--- src/rtl/dac7611_pkg.sv ---
`default_nettype none
// +-------------------------------------------------------------------+
// | dac7611_pkg : shared constants, FSM encodings, grant search        |
// | Revision    : 1.0                                                  |
// +-------------------------------------------------------------------+
package dac7611_pkg;

    localparam int DAC_BITS = 12;

    typedef enum logic [2:0] {
        ST_IDLE  = 3'd0,
        ST_GRANT = 3'd1,
        ST_SHIFT = 3'd2,
        ST_LATCH = 3'd3,
        ST_GAP   = 3'd4,
        ST_CLEAR = 3'd5
    } arb_state_t;

    typedef enum logic [1:0] {
        SH_IDLE  = 2'd0,
        SH_LOW   = 2'd1,
        SH_HIGH  = 2'd2,
        SH_LATCH = 2'd3
    } shift_state_t;

    // Nearest valid requester after ptr, wrapping; scanned far-to-near so
    // the last hit is the winner. ptr = num_req-1 gives lowest-index priority.
    function automatic logic [2:0] grant_search(input logic [7:0] valid,
                                                input logic [2:0] ptr,
                                                input int         num_req);
        logic [2:0] win;
        int         idx;
        win = ptr;
        for (int k = 8; k >= 1; k--) begin
            if (k <= num_req) begin
                idx = (int'(ptr) + k) % num_req;
                if (valid[idx]) win = 3'(idx);
            end
        end
        return win;
    endfunction

endpackage
`default_nettype wire

--- src/rtl/dac7611_frame_shifter.sv ---
`default_nettype none
// +-------------------------------------------------------------------+
// | dac7611_frame_shifter : 12-bit MSB-first shift plus LD pulse       |
// | Revision              : 1.0                                        |
// +-------------------------------------------------------------------+
module dac7611_frame_shifter
    import dac7611_pkg::*;
#(
    parameter int SCLK_HALF = 2,
    parameter int LD_CYC    = 2
) (
    input  logic                clk,
    input  logic                rst_n,
    input  logic                start,
    input  logic [DAC_BITS-1:0] data,
    output logic                CLK,
    output logic                SDI,
    output logic                LD,
    output logic                done
);

    localparam logic [7:0] C_HALF = 8'(SCLK_HALF - 1);
    localparam logic [7:0] C_LD   = 8'(LD_CYC - 1);

    shift_state_t        state;
    logic [7:0]          cnt;
    logic [3:0]          bit_idx;
    logic [DAC_BITS-1:0] shreg;

    // Combinational so the arbiter leaves LATCH on the same edge LD rises.
    assign done = (state == SH_LATCH) && (cnt == 8'd0);

    always_ff @(posedge clk or negedge rst_n) begin
        if (!rst_n) begin
            state   <= SH_IDLE;
            cnt     <= 8'd0;
            bit_idx <= 4'd0;
            shreg   <= '0;
            CLK     <= 1'b1;
            SDI     <= 1'b0;
            LD      <= 1'b1;
        end else begin
            case (state)
                SH_IDLE: begin
                    if (start) begin
                        state   <= SH_LOW;
                        shreg   <= data;
                        bit_idx <= 4'(DAC_BITS - 1);
                        SDI     <= data[DAC_BITS-1];
                        CLK     <= 1'b0;
                        cnt     <= C_HALF;
                    end
                end
                SH_LOW: begin
                    if (cnt == 8'd0) begin
                        CLK   <= 1'b1;
                        state <= SH_HIGH;
                        cnt   <= C_HALF;
                    end else begin
                        cnt <= cnt - 8'd1;
                    end
                end
                SH_HIGH: begin
                    if (cnt != 8'd0) begin
                        cnt <= cnt - 8'd1;
                    end else if (bit_idx == 4'd0) begin
                        state <= SH_LATCH;
                        SDI   <= 1'b0;
                        LD    <= 1'b0;
                        cnt   <= C_LD;
                    end else begin
                        bit_idx <= bit_idx - 4'd1;
                        SDI     <= shreg[bit_idx-4'd1];
                        CLK     <= 1'b0;
                        state   <= SH_LOW;
                        cnt     <= C_HALF;
                    end
                end
                SH_LATCH: begin
                    if (cnt == 8'd0) begin
                        LD    <= 1'b1;
                        state <= SH_IDLE;
                    end else begin
                        cnt <= cnt - 8'd1;
                    end
                end
                default: state <= SH_IDLE;
            endcase
        end
    end

endmodule
`default_nettype wire

--- src/rtl/dac7611_write_arbiter.sv ---
`default_nettype none
// +-------------------------------------------------------------------+
// | dac7611_write_arbiter : round-robin writer/clear sequencer for one  |
// | DAC7611; DAC_FIXED_PRIO_EN selects lowest-index priority. Rev 1.0   |
// +-------------------------------------------------------------------+
module dac7611_write_arbiter
    import dac7611_pkg::*;
#(
    parameter int NUM_REQ   = 4,
    parameter int SCLK_HALF = 2,
    parameter int LD_CYC    = 2,
    parameter int CLR_CYC   = 2,
    parameter int GAP_CYC   = 2
) (
    input  logic                        clk_50M,
    input  logic                        locked,
    input  logic [NUM_REQ-1:0]          req_valid,
    input  logic [DAC_BITS*NUM_REQ-1:0] req_data,
    output logic [NUM_REQ-1:0]          req_ready,
    input  logic                        clr_req,
    output logic                        busy,
    output logic                        CLK_3,
    output logic                        SDI_4,
    output logic                        LD_5,
    output logic                        CLR_6
);

    localparam logic [2:0] C_LAST       = 3'(NUM_REQ - 1);
    localparam logic [7:0] C_CLR        = 8'(CLR_CYC - 1);
    localparam logic [7:0] C_GAP        = 8'(GAP_CYC - 1);
    localparam arb_state_t C_AFTER      = (GAP_CYC == 0) ? ST_IDLE : ST_GAP;
    localparam logic       C_AFTER_BUSY = (GAP_CYC != 0);

    arb_state_t          state;
    logic [7:0]          cnt;
    logic                clr_pend;
    logic                start;
    logic [DAC_BITS-1:0] data_q;
    logic [2:0]          ptr;
    logic [2:0]          win;
    logic [NUM_REQ-1:0]  win_onehot;
    logic                ld;
    logic                done;

`ifdef DAC_FIXED_PRIO_EN
    assign ptr = C_LAST;
`endif

    assign win  = grant_search(8'(req_valid), ptr, NUM_REQ);
    assign LD_5 = ld;

    always_comb begin
        win_onehot = '0;
        for (int i = 0; i < NUM_REQ; i++) begin
            win_onehot[i] = (win == 3'(i));
        end
    end

    always_ff @(posedge clk_50M or negedge locked) begin
        if (!locked) begin
            state     <= ST_IDLE;
            cnt       <= 8'd0;
            clr_pend  <= 1'b0;
            start     <= 1'b0;
            data_q    <= '0;
            req_ready <= '0;
            busy      <= 1'b0;
            CLR_6     <= 1'b1;
`ifndef DAC_FIXED_PRIO_EN
            ptr       <= C_LAST;
`endif
        end else begin
            start     <= 1'b0;
            req_ready <= '0;
            case (state)
                ST_IDLE: begin
                    // Pending flag drops on entry so a clr_req seen during
                    // CLEAR re-arms it for one more clear.
                    if (clr_pend) begin
                        state    <= ST_CLEAR;
                        clr_pend <= 1'b0;
                        CLR_6    <= 1'b0;
                        cnt      <= C_CLR;
                        busy     <= 1'b1;
                    end else if (|req_valid) begin
                        state     <= ST_GRANT;
                        req_ready <= win_onehot;
                        data_q    <= req_data[int'(win)*DAC_BITS +: DAC_BITS];
                        start     <= 1'b1;
                        busy      <= 1'b1;
`ifndef DAC_FIXED_PRIO_EN
                        ptr       <= win;
`endif
                    end
                end
                ST_GRANT: state <= ST_SHIFT;
                ST_SHIFT: begin
                    if (done) begin
                        state <= C_AFTER;
                        busy  <= C_AFTER_BUSY;
                        cnt   <= C_GAP;
                    end else if (!ld) begin
                        state <= ST_LATCH;
                    end
                end
                ST_LATCH: begin
                    if (done) begin
                        state <= C_AFTER;
                        busy  <= C_AFTER_BUSY;
                        cnt   <= C_GAP;
                    end
                end
                ST_CLEAR: begin
                    if (cnt == 8'd0) begin
                        CLR_6 <= 1'b1;
                        state <= C_AFTER;
                        busy  <= C_AFTER_BUSY;
                        cnt   <= C_GAP;
                    end else begin
                        cnt <= cnt - 8'd1;
                    end
                end
                ST_GAP: begin
                    if (cnt == 8'd0) begin
                        state <= ST_IDLE;
                        busy  <= 1'b0;
                    end else begin
                        cnt <= cnt - 8'd1;
                    end
                end
                default: state <= ST_IDLE;
            endcase
            if (clr_req) clr_pend <= 1'b1;
        end
    end

    dac7611_frame_shifter #(
        .SCLK_HALF (SCLK_HALF),
        .LD_CYC    (LD_CYC)
    ) u_shifter (
        .clk   (clk_50M),
        .rst_n (locked),
        .start (start),
        .data  (data_q),
        .CLK   (CLK_3),
        .SDI   (SDI_4),
        .LD    (ld),
        .done  (done)
    );

endmodule
`default_nettype wire
--- config.mk ---
export PLATFORM = sky130hd
export DESIGN_NAME = dac7611_write_arbiter
export DESIGN_NICKNAME = d
export VERILOG_FILES = /design/src/rtl/dac7611_pkg.sv /design/src/rtl/dac7611_frame_shifter.sv /design/src/rtl/dac7611_write_arbiter.sv
export SDC_FILE = /design/constraint.sdc
export NUM_CORES = 1
export LEC_CHECK = 0
export ABC_AREA = 0
export CAP_MARGIN = 20
export CORE_AREA = 8 8 87 89
export DETAILED_ROUTE_END_ITERATION = 16
export DIE_AREA = 0 0 95 97
export PLACE_DENSITY = 0.83
export SKIP_CTS_REPAIR_TIMING = 1
export SYNTH_ARGS = -nofsm -noshare
export SYNTH_HDL_FRONTEND = slang
export SYNTH_SLANG_ARGS = --single-unit
--- constraint.sdc ---
create_clock -name clk_50M -period 6.7 [get_ports clk_50M]
set_clock_uncertainty 0.15 [all_clocks]
set_input_delay 1.34 -clock clk_50M [delete_from_list [all_inputs] [get_ports clk_50M]]
set_output_delay 1.34 -clock clk_50M [all_outputs]
set_load 0.05 [all_outputs]
Yosys cells after proc, flatten, opt, wreduce, memory -nomap -nowiden
Cells that the tools add are included.

Register bits: 63. Output and inout port bits: 9. Logic and storage cells: 167.

Add/subtract/negate cells: 7. Multiply operators: 1. Magnitude comparators: 5. Eq/ne operators: 26. Shift-type cells: 1. Multiplexer cells: 74. Bitwise gates (word level): 5. Reductions and logical operators: 32.

Operators with widths (count): $mux W8 (8); $pmux W8 S4 (2); $shiftx A48 B8 Y12 (1); $mux W3 (11); $mux W1 (29); $mux W4 (6); $lt A3 B5 Y1 const B (4); $ne A2 B2 Y1 const B (10); $pmux W3 S6 (1); $logic_not A8 Y1 (2); $reduce_and A4 Y1 (4); $sub A8 B1 Y8 const B (2); $reduce_and A5 Y1 (3); $bmux W1 S3 (4); $eq A3 B2 Y1 const B (4); $mux W2 (5); $reduce_or A2 Y1 (5); $reduce_and A3 Y1 (3); $pmux W2 S4 (1); $pmux W4 S2 (1); $reduce_bool A2 Y1 (4); $reduce_bool A8 Y1 (1); $eq A3 B1 Y1 const B (2); $eq A3 B3 Y1 const B (2); 23 further kinds (36).

Depth between registers and ports, before layout
Gate-level depths: netlist (run 1).

Depth in word-level cells: 14. Mapped depth: 8. Gate-level depth less buffers: 7.

Hierarchy
Synthesis (run 1) repeated with hierarchy kept, for this count alone.

Cell total of the unflattened synthesis: 361. Area, all modules: 3500.9 um^2.

Modules (own cells, without submodules): dac7611_write_arbiter (instances 1, cells each 192, area an instance 1911.8 um^2, seq. area each 829.5 um^2); dac7611_frame_shifter (instances 1, cells each 169, area an instance 1589.0 um^2, seq. area each 728.2 um^2).

Worst setup path after synthesis (run 1)
Ideal clock, no wire load.

Kind: in2reg. Start: input port req_valid[2]. End: register data_q[10]. Setup time: 94 ps. Data arrival time: 2587 ps. Required time: 6456 ps. Setup slack: 3869 ps. Stages on the path: 6. Path through: or4_1 nor2b_2 o2111ai_2 buf_2 a211oi_1 a211oi_1.

Cells in the longest elaborated chain, start to end: 9.

RTL lines: start: declaration (RTL line dac7611_write_arbiter.sv:17) `input logic [NUM_REQ-1:0] req_valid,`; $bmux W1 S3 (RTL line dac7611_pkg.sv:37) `if (valid[idx]) win = 3'(idx);`; $mux W1 (not written as such) (2 in a row) (RTL line dac7611_pkg.sv:37); $mux W3 (4 in a row) (RTL line dac7611_pkg.sv:37); $mul A3 B2 Y5 (RTL line dac7611_write_arbiter.sv:88) `data_q <= req_data[int'(win)*DAC_BITS +: DAC_BITS];`; $shiftx A48 B8 Y12 (RTL line dac7611_write_arbiter.sv:88); end signal: assignment (RTL line dac7611_write_arbiter.sv:88); end: declaration (RTL line dac7611_write_arbiter.sv:38) `logic [DAC_BITS-1:0] data_q;`.

Several ways; a longest one is shown, not always the timed one. The select of a mux whose other input is x is not followed. A chain may end at the register's enable or synchronous reset.

Worst setup path in the final report (run 1)
Start: input port req_valid[1]. End: register data_q[3].

Same word-level chain as after synthesis.

==> run metrics, run 1 <==
status complete, no violations; max-slew violation count 0; setup tns final 0 ns; Power Total 1.72 mW; post-synthesis simple-gate area fraction 0.187; core area 6200 sq um; chip width 95 microns; detailed-route DRC error count 0; Vias 2,880; Root Driver clkbuf_8; crit path max fanout 20; # Max-Cap Violations 0; fmax 265 MHz; mux cell area share after synthesis 0.110; Clock Tree Buf Depth 2; critical path arrival 3.81 ns; first-pass GRT wire length 14.1 mm; Buffers on Ports 63; P per Cell Area 397 nW/um^2; CP cell instances clkdlybuf4s50_1 -> or4_1 -> nor2b_2 -> o2111ai_2 -> a211oi_1 -> a211oi_1; design area 4330 sq um; Post-DP Area 4100 sq um; Final Hold Viols 0; Leak 1.78 nW; Setup CP Type primary input to flop; Async SR Flop Fraction 1.00; GRT overflow 0; Synth Instances 341; Synth Area in Compound Gates 0.190; CTS clk-pin slew, worst paths 0.07 ns; Worst R2R End data_q[3]; Ports 64; gpl congestion 0.888; Rows 29; Critical Path End Type flop; count leader, synth dfrtp_1; worst slew pin tran 1.07 ns; clock latency on the worst-skew pair 0.34 ns; crit start category primary input; Synth cell types 57; Die ar. 9220 sq um; crit path from req_valid[1]; Worst setup endpoint data_q[3]; Ys Warns 0; sequential share of the synthesized area 0.452; peak supply drop 248 uV; post-synth top area share 0.414; synth top area cells dfrtp_1, a211oi_1, mux2i_1, nor2_1, mux2_2; Post-synth EDFFs 0; initial core utilization 0.556; adder-cell area share of the yosys netlist 0.0181; gr usage total 0.191; critical path's most frequent cell a211oi_1; Buf/Inv on CP 1; number of synthesized register bits 62; fin nets 461; vias per std cell 5.96; XOR/XNOR share of the synthesized area 0.0102; wire length per cell 17.3 microns; cell family with most CP delay compound AO/OA/AOI/OAI gates; CTS sink count 62; Max-slew headroom 0.284; vias in the first global route 2,866; DP HPWL 6.21 mm; initial antenna violation count 0; final setup fails 0; share of post-route cells with drive strength above 1 0.133; hold_ws 0.341 ns; largest family of logic cells by synthesized area compound AO/OA/AOI/OAI gates; worst r2r src state[2]; register-to-register setup slack 3.51 ns; fin crit period 3.77 ns; Antenna Violating Nets Remaining 0; number of detailed-route iterations in the first pass 4; TritonCTS clock tree built; Syn Nets 401; CTS buffer count 9; CP max-delay cell nor2b_2; fin crit share 0.563; Layout area overhead 25.6%; htree depth 3; final WL 8.35 mm; Worst path depth 6; Main synth FF type dfrtp_1; Worst Path Required 6.73 ns; Reg2Reg Depth 5; RSZ-0062 raised after global routing no; Commonest cells post-synth dfrtp_1, nor2_1, a211oi_1; Antenna Cells 0; worst min path class flop to flop; largest net degree at the start of global routing 63; average cell area after synthesis 10.1 sq um; CP peak stage delay 0.66 ns; area leader, netlist dfrtp_1; 1st-iter DRT viols 163; synthesized cell area 3450 sq um; chip height 97 microns
cells in the final DEF (no fill, tap or decap), types with 2 or more instances in the layout:
cell type	netlist	layout
a211oi_1	27	27
a21o_1	3	3
a21oi_1	10	10
a31oi_1	6	6
and3_1	2	2
buf_4	2	2
clkbuf_8	0	13
clkdlybuf4s50_1	0	62
dfrtp_1	57	57
dfstp_2	5	5
ha_1	5	5
inv_1	10	10
mux2_2	12	12
mux2i_1	16	16
mux4_2	3	3
nand2_1	17	17
nand2b_1	9	9
nand3_1	3	3
nor2_1	41	41
nor3_1	10	10
nor3b_1	15	15
nor4_1	4	4
o211ai_1	2	2
o21ai_0	25	25
o22ai_1	2	2
o31ai_1	2	2
o41ai_1	3	3
or2_2	3	3
or4_1	2	2
xor2_1	4	4
worst register-to-register path: stages (launching register included):
cell and delay [ns]:
dfrtp_1 0.53, or4_1 0.60, nor2b_2 0.65, o2111ai_2 0.54, a211oi_1 0.48, a211oi_1 0.08
worst min-delay path by stage:
stage,cells after the start,slack (ns),start,to
after floorplan,1,0.30,cnt[7],cnt[7]
after global placement,1,0.32,cnt[7],cnt[7]
after detailed placement,1,0.33,cnt[7],cnt[7]
after CTS,1,0.34,cnt[7],cnt[7]
after global routing,1,0.35,cnt[7],cnt[7]
final,1,0.34,cnt[7],cnt[7]
cell families after synthesis:
kind of cell / count (synthesis)
fa+ha+maj: 5
buf+inv: 26
flops: 62
simple gates: 119
mux: 32
compound gates: 93
xor+xnor: 4
state kept, by name, indices dropped and copies added, names as in the netlist, 2 cells and up:
register           count
u_shifter.bit_idx      4
data_q                12
u_shifter.cnt          8
u_shifter.shreg       12
cnt                    8
u_shifter.state        2
req_ready              4
state                  3
ptr                    2
layer usage:
metal  global-route usage  vias up  part of all wire
met5                    0        -                 0
met4               0.0625        0             0.015
met3               0.0556       12             0.050
met2                0.293       74              0.50
met1                0.252     1410              0.44
li1                     -     1384                 -
layout make-up:
| class | instances | area [sq um] |
|---|---|---|
| Inverter | 10 | 37.5 |
| Clock inverter | 2 | 37.5 |
| Clock buffer | 14 | 183 |
| Sequential cell | 62 | 1560 |
| Fill cell | 454 | 1880 |
| Tap cell | 77 | 96.3 |
| Timing Repair Buffer | 65 | 641 |
| Multi-Input combinational cell | 253 | 1780 |
per-stage QoR:
step / cells / utilization / setup WS [ns]
after floorplan: 341 / - / 3.87
after global placement: 466 / 0.661 / 2.79
after detailed placement: 466 / 0.661 / 2.65
after CTS: 482 / 0.697 / 2.99
after global routing: 483 / 0.698 / 2.72
final: 483 / 0.698 / 2.93
power by group:
| group | leakage, nW | total, mW | internal (mW) | switching [mW] |
|---|---|---|---|---|
| combinational | 0.932 | 0.696 | 0.312 | 0.384 |
| sequential | 0.737 | 0.669 | 0.521 | 0.148 |
| clock | 0.109 | 0.356 | 0.213 | 0.143 |
| total | 1.78 | 1.72 | 1.05 | 0.674 |
Power figures use the tool's default switching activity.
==> run 2: changes to the inputs <==
--- a/config.mk
+++ b/config.mk
@@ -7,10 +7,10 @@
 export LEC_CHECK = 0
 export ABC_AREA = 0
 export CAP_MARGIN = 20
-export CORE_AREA = 8 8 87 89
+export CORE_AREA = 8 8 91 93
 export DETAILED_ROUTE_END_ITERATION = 16
-export DIE_AREA = 0 0 95 97
-export PLACE_DENSITY = 0.83
+export DIE_AREA = 0 0 99 101
+export PLACE_DENSITY = 0.76
 export SKIP_CTS_REPAIR_TIMING = 1
 export SYNTH_ARGS = -nofsm -noshare
 export SYNTH_HDL_FRONTEND = slang
==> constraint.sdc (replaced) <==
create_clock -name clk_50M -period 3.6 [get_ports clk_50M]
set_clock_uncertainty 0.15 [all_clocks]
set_input_delay 0.72 -clock clk_50M [delete_from_list [all_inputs] [get_ports clk_50M]]
set_output_delay 0.72 -clock clk_50M [all_outputs]
set_load 0.05 [all_outputs]
==> run 2 against run 1 <==
Compared with the run above:
- design area up 0.20%
- flip-flop and latch count is the same
- register-to-register slack worse by 2.9 ns
- sequential power increased by 84%
- critical path type unchanged
- largest power group unchanged
==> run metrics, run 2 (synthesized netlist as in run 1, its figures left out) <==
Clk pwr share 0.180; peak supply drop 292 uV; final WL 8.09 mm; 1st-iter DRT viols 130; crit start category primary input; hold_ws 0.275 ns; Die ar. 10000 sq um; Root Driver clkbuf_8; biggest regs data_q (12), u_shifter.shreg (12); Clock Tree Buf Depth 2; wire length per cell 16.4 microns; design area 4340 sq um; dpl ws 0.188 ns; Final Hold Viols 0; Gate power share 0.425; crit path max fanout 20; initial antenna violation count 0; worst min path class primary input to async pin; Ports 64; Antenna Violating Nets Remaining 0; chip width 99 microns; fin crit period 3.07 ns; vias per std cell 5.94; number of detailed-route iterations in the first pass 4; Util after Layout 0.625; worst slew pin tran 0.790 ns; Switching Power 1.25 mW; critical path's most frequent cell a211oi_1; internal power 1.87 mW; CP max-delay cell nor2b_2; CTS clk-pin slew, worst paths 0.06 ns; gr usage total 0.171; fin crit share 0.853; CP peak stage delay 0.63 ns; Rows 31; Setup CP Type primary input to flop; final setup fails 0; commonest non-fill, non-tap cell in the layout clkdlybuf4s50_1; gpl congestion 0.844; Post-DP Area 4150 sq um; critical path arrival 3.11 ns; Buffers on Ports 63; CTS sink count 62; largest net degree at the start of global routing 33; CTS buffer count 9; core area 6940 sq um; RSZ-0062 raised after global routing no; Max-slew headroom 0.472; initial core utilization 0.496; TritonCTS clock tree built; detailed-route DRC error count 0; DP HPWL 6.10 mm; Worst Path Required 3.64 ns; status complete, no violations; switching share of power 0.401; Antenna Cells 0; non-filler instance count after layout 493; P per Cell Area 719 nW/um^2; setup tns final 0 ns; Power Total 3.12 mW; commonest cells after routing, fill and taps aside clkdlybuf4s50_1, dfrtp_1, nor2_1, a211oi_1, o21ai_0; fmax 326 MHz; clock latency on the worst-skew pair 0.34 ns; GRT overflow 0; max-slew violation count 0; Post-Place Cells 477; share of post-route cells with drive strength above 1 0.146; fillers 570; chip height 101 microns; Critical Path End Type flop; htree depth 3; final worst slack 0.528 ns; CP cell instances clkdlybuf4s50_1 -> or4_1 -> nor2b_2 -> o2111ai_2 -> a211oi_1 -> a211oi_1; Layout area overhead 25.8%; Leak 1.79 nW; Vias 2,926; first-pass GRT wire length 13.8 mm; vias in the first global route 2,945; fraction of power consumed by sequential logic 0.396; # Max-Cap Violations 0; fin nets 466
==> run 2: changes by cell type in the layout (fill, tap and decap cells not counted) <==
cell / delta
clkbuf_8: -1
clkinv_2: +4
clkinvlp_4: -1
clkbuf_1: -1
buf_4: +5
bufinv_16: -1
==> run 2: critical path: cells and delay by family <==
family          cells  cell delay (ns)
buf+inv             1             0.54
simple gates        2             0.80
compound gates      3             1.05
==> run 2: power groups by stage <==
stage / logic, mW / clock network (mW) / registers (mW)
final: 1.33 / 0.561 / 1.23
after detailed placement: 1.33 / 0 / 1.24
after global placement: 1.29 / 0 / 1.23
after floorplan: 0.978 / 0 / 1.20
after global routing: 1.46 / 0.603 / 1.27
after CTS: 1.33 / 0.573 / 1.23
==> run 2: final timing paths <==
path / slack, ns / startpoint / depth (start not counted) / to
setup / recovery: 0.53 / req_valid[3] / 6 / data_q[4]
hold / removal: 0.27 / locked / 1 / u_shifter.bit_idx[0]
setup reg to reg: 0.56 / state[0] / 5 / data_q[4]
hold reg to reg: 0.35 / cnt[7] / 1 / cnt[7]
max in group asynchronous: 2.22 / locked / 2 / CLR_6
min in group clk_50M: 0.35 / cnt[7] / 1 / cnt[7]
==> run 2: layout make-up <==
cell class,instances,area [sq um],share of cell area
clock buffers,12,165,0.0381
clock inverters,4,20.0,0.00461
inverters,10,37.5,0.00865
multi-input cells,253,1780,0.410
flip-flops and latches,62,1560,0.359
well taps,82,103,0.0237
repair buffers,70,678,0.156
==> run 2: layer usage <==
layer	wire (microns)	share of wire	GRT usage
met1	3800	0.47	0.218
met2	3600	0.44	0.264
met3	592	0.073	0.0497
met4	93	0.011	0.0744
met5	0	0	0
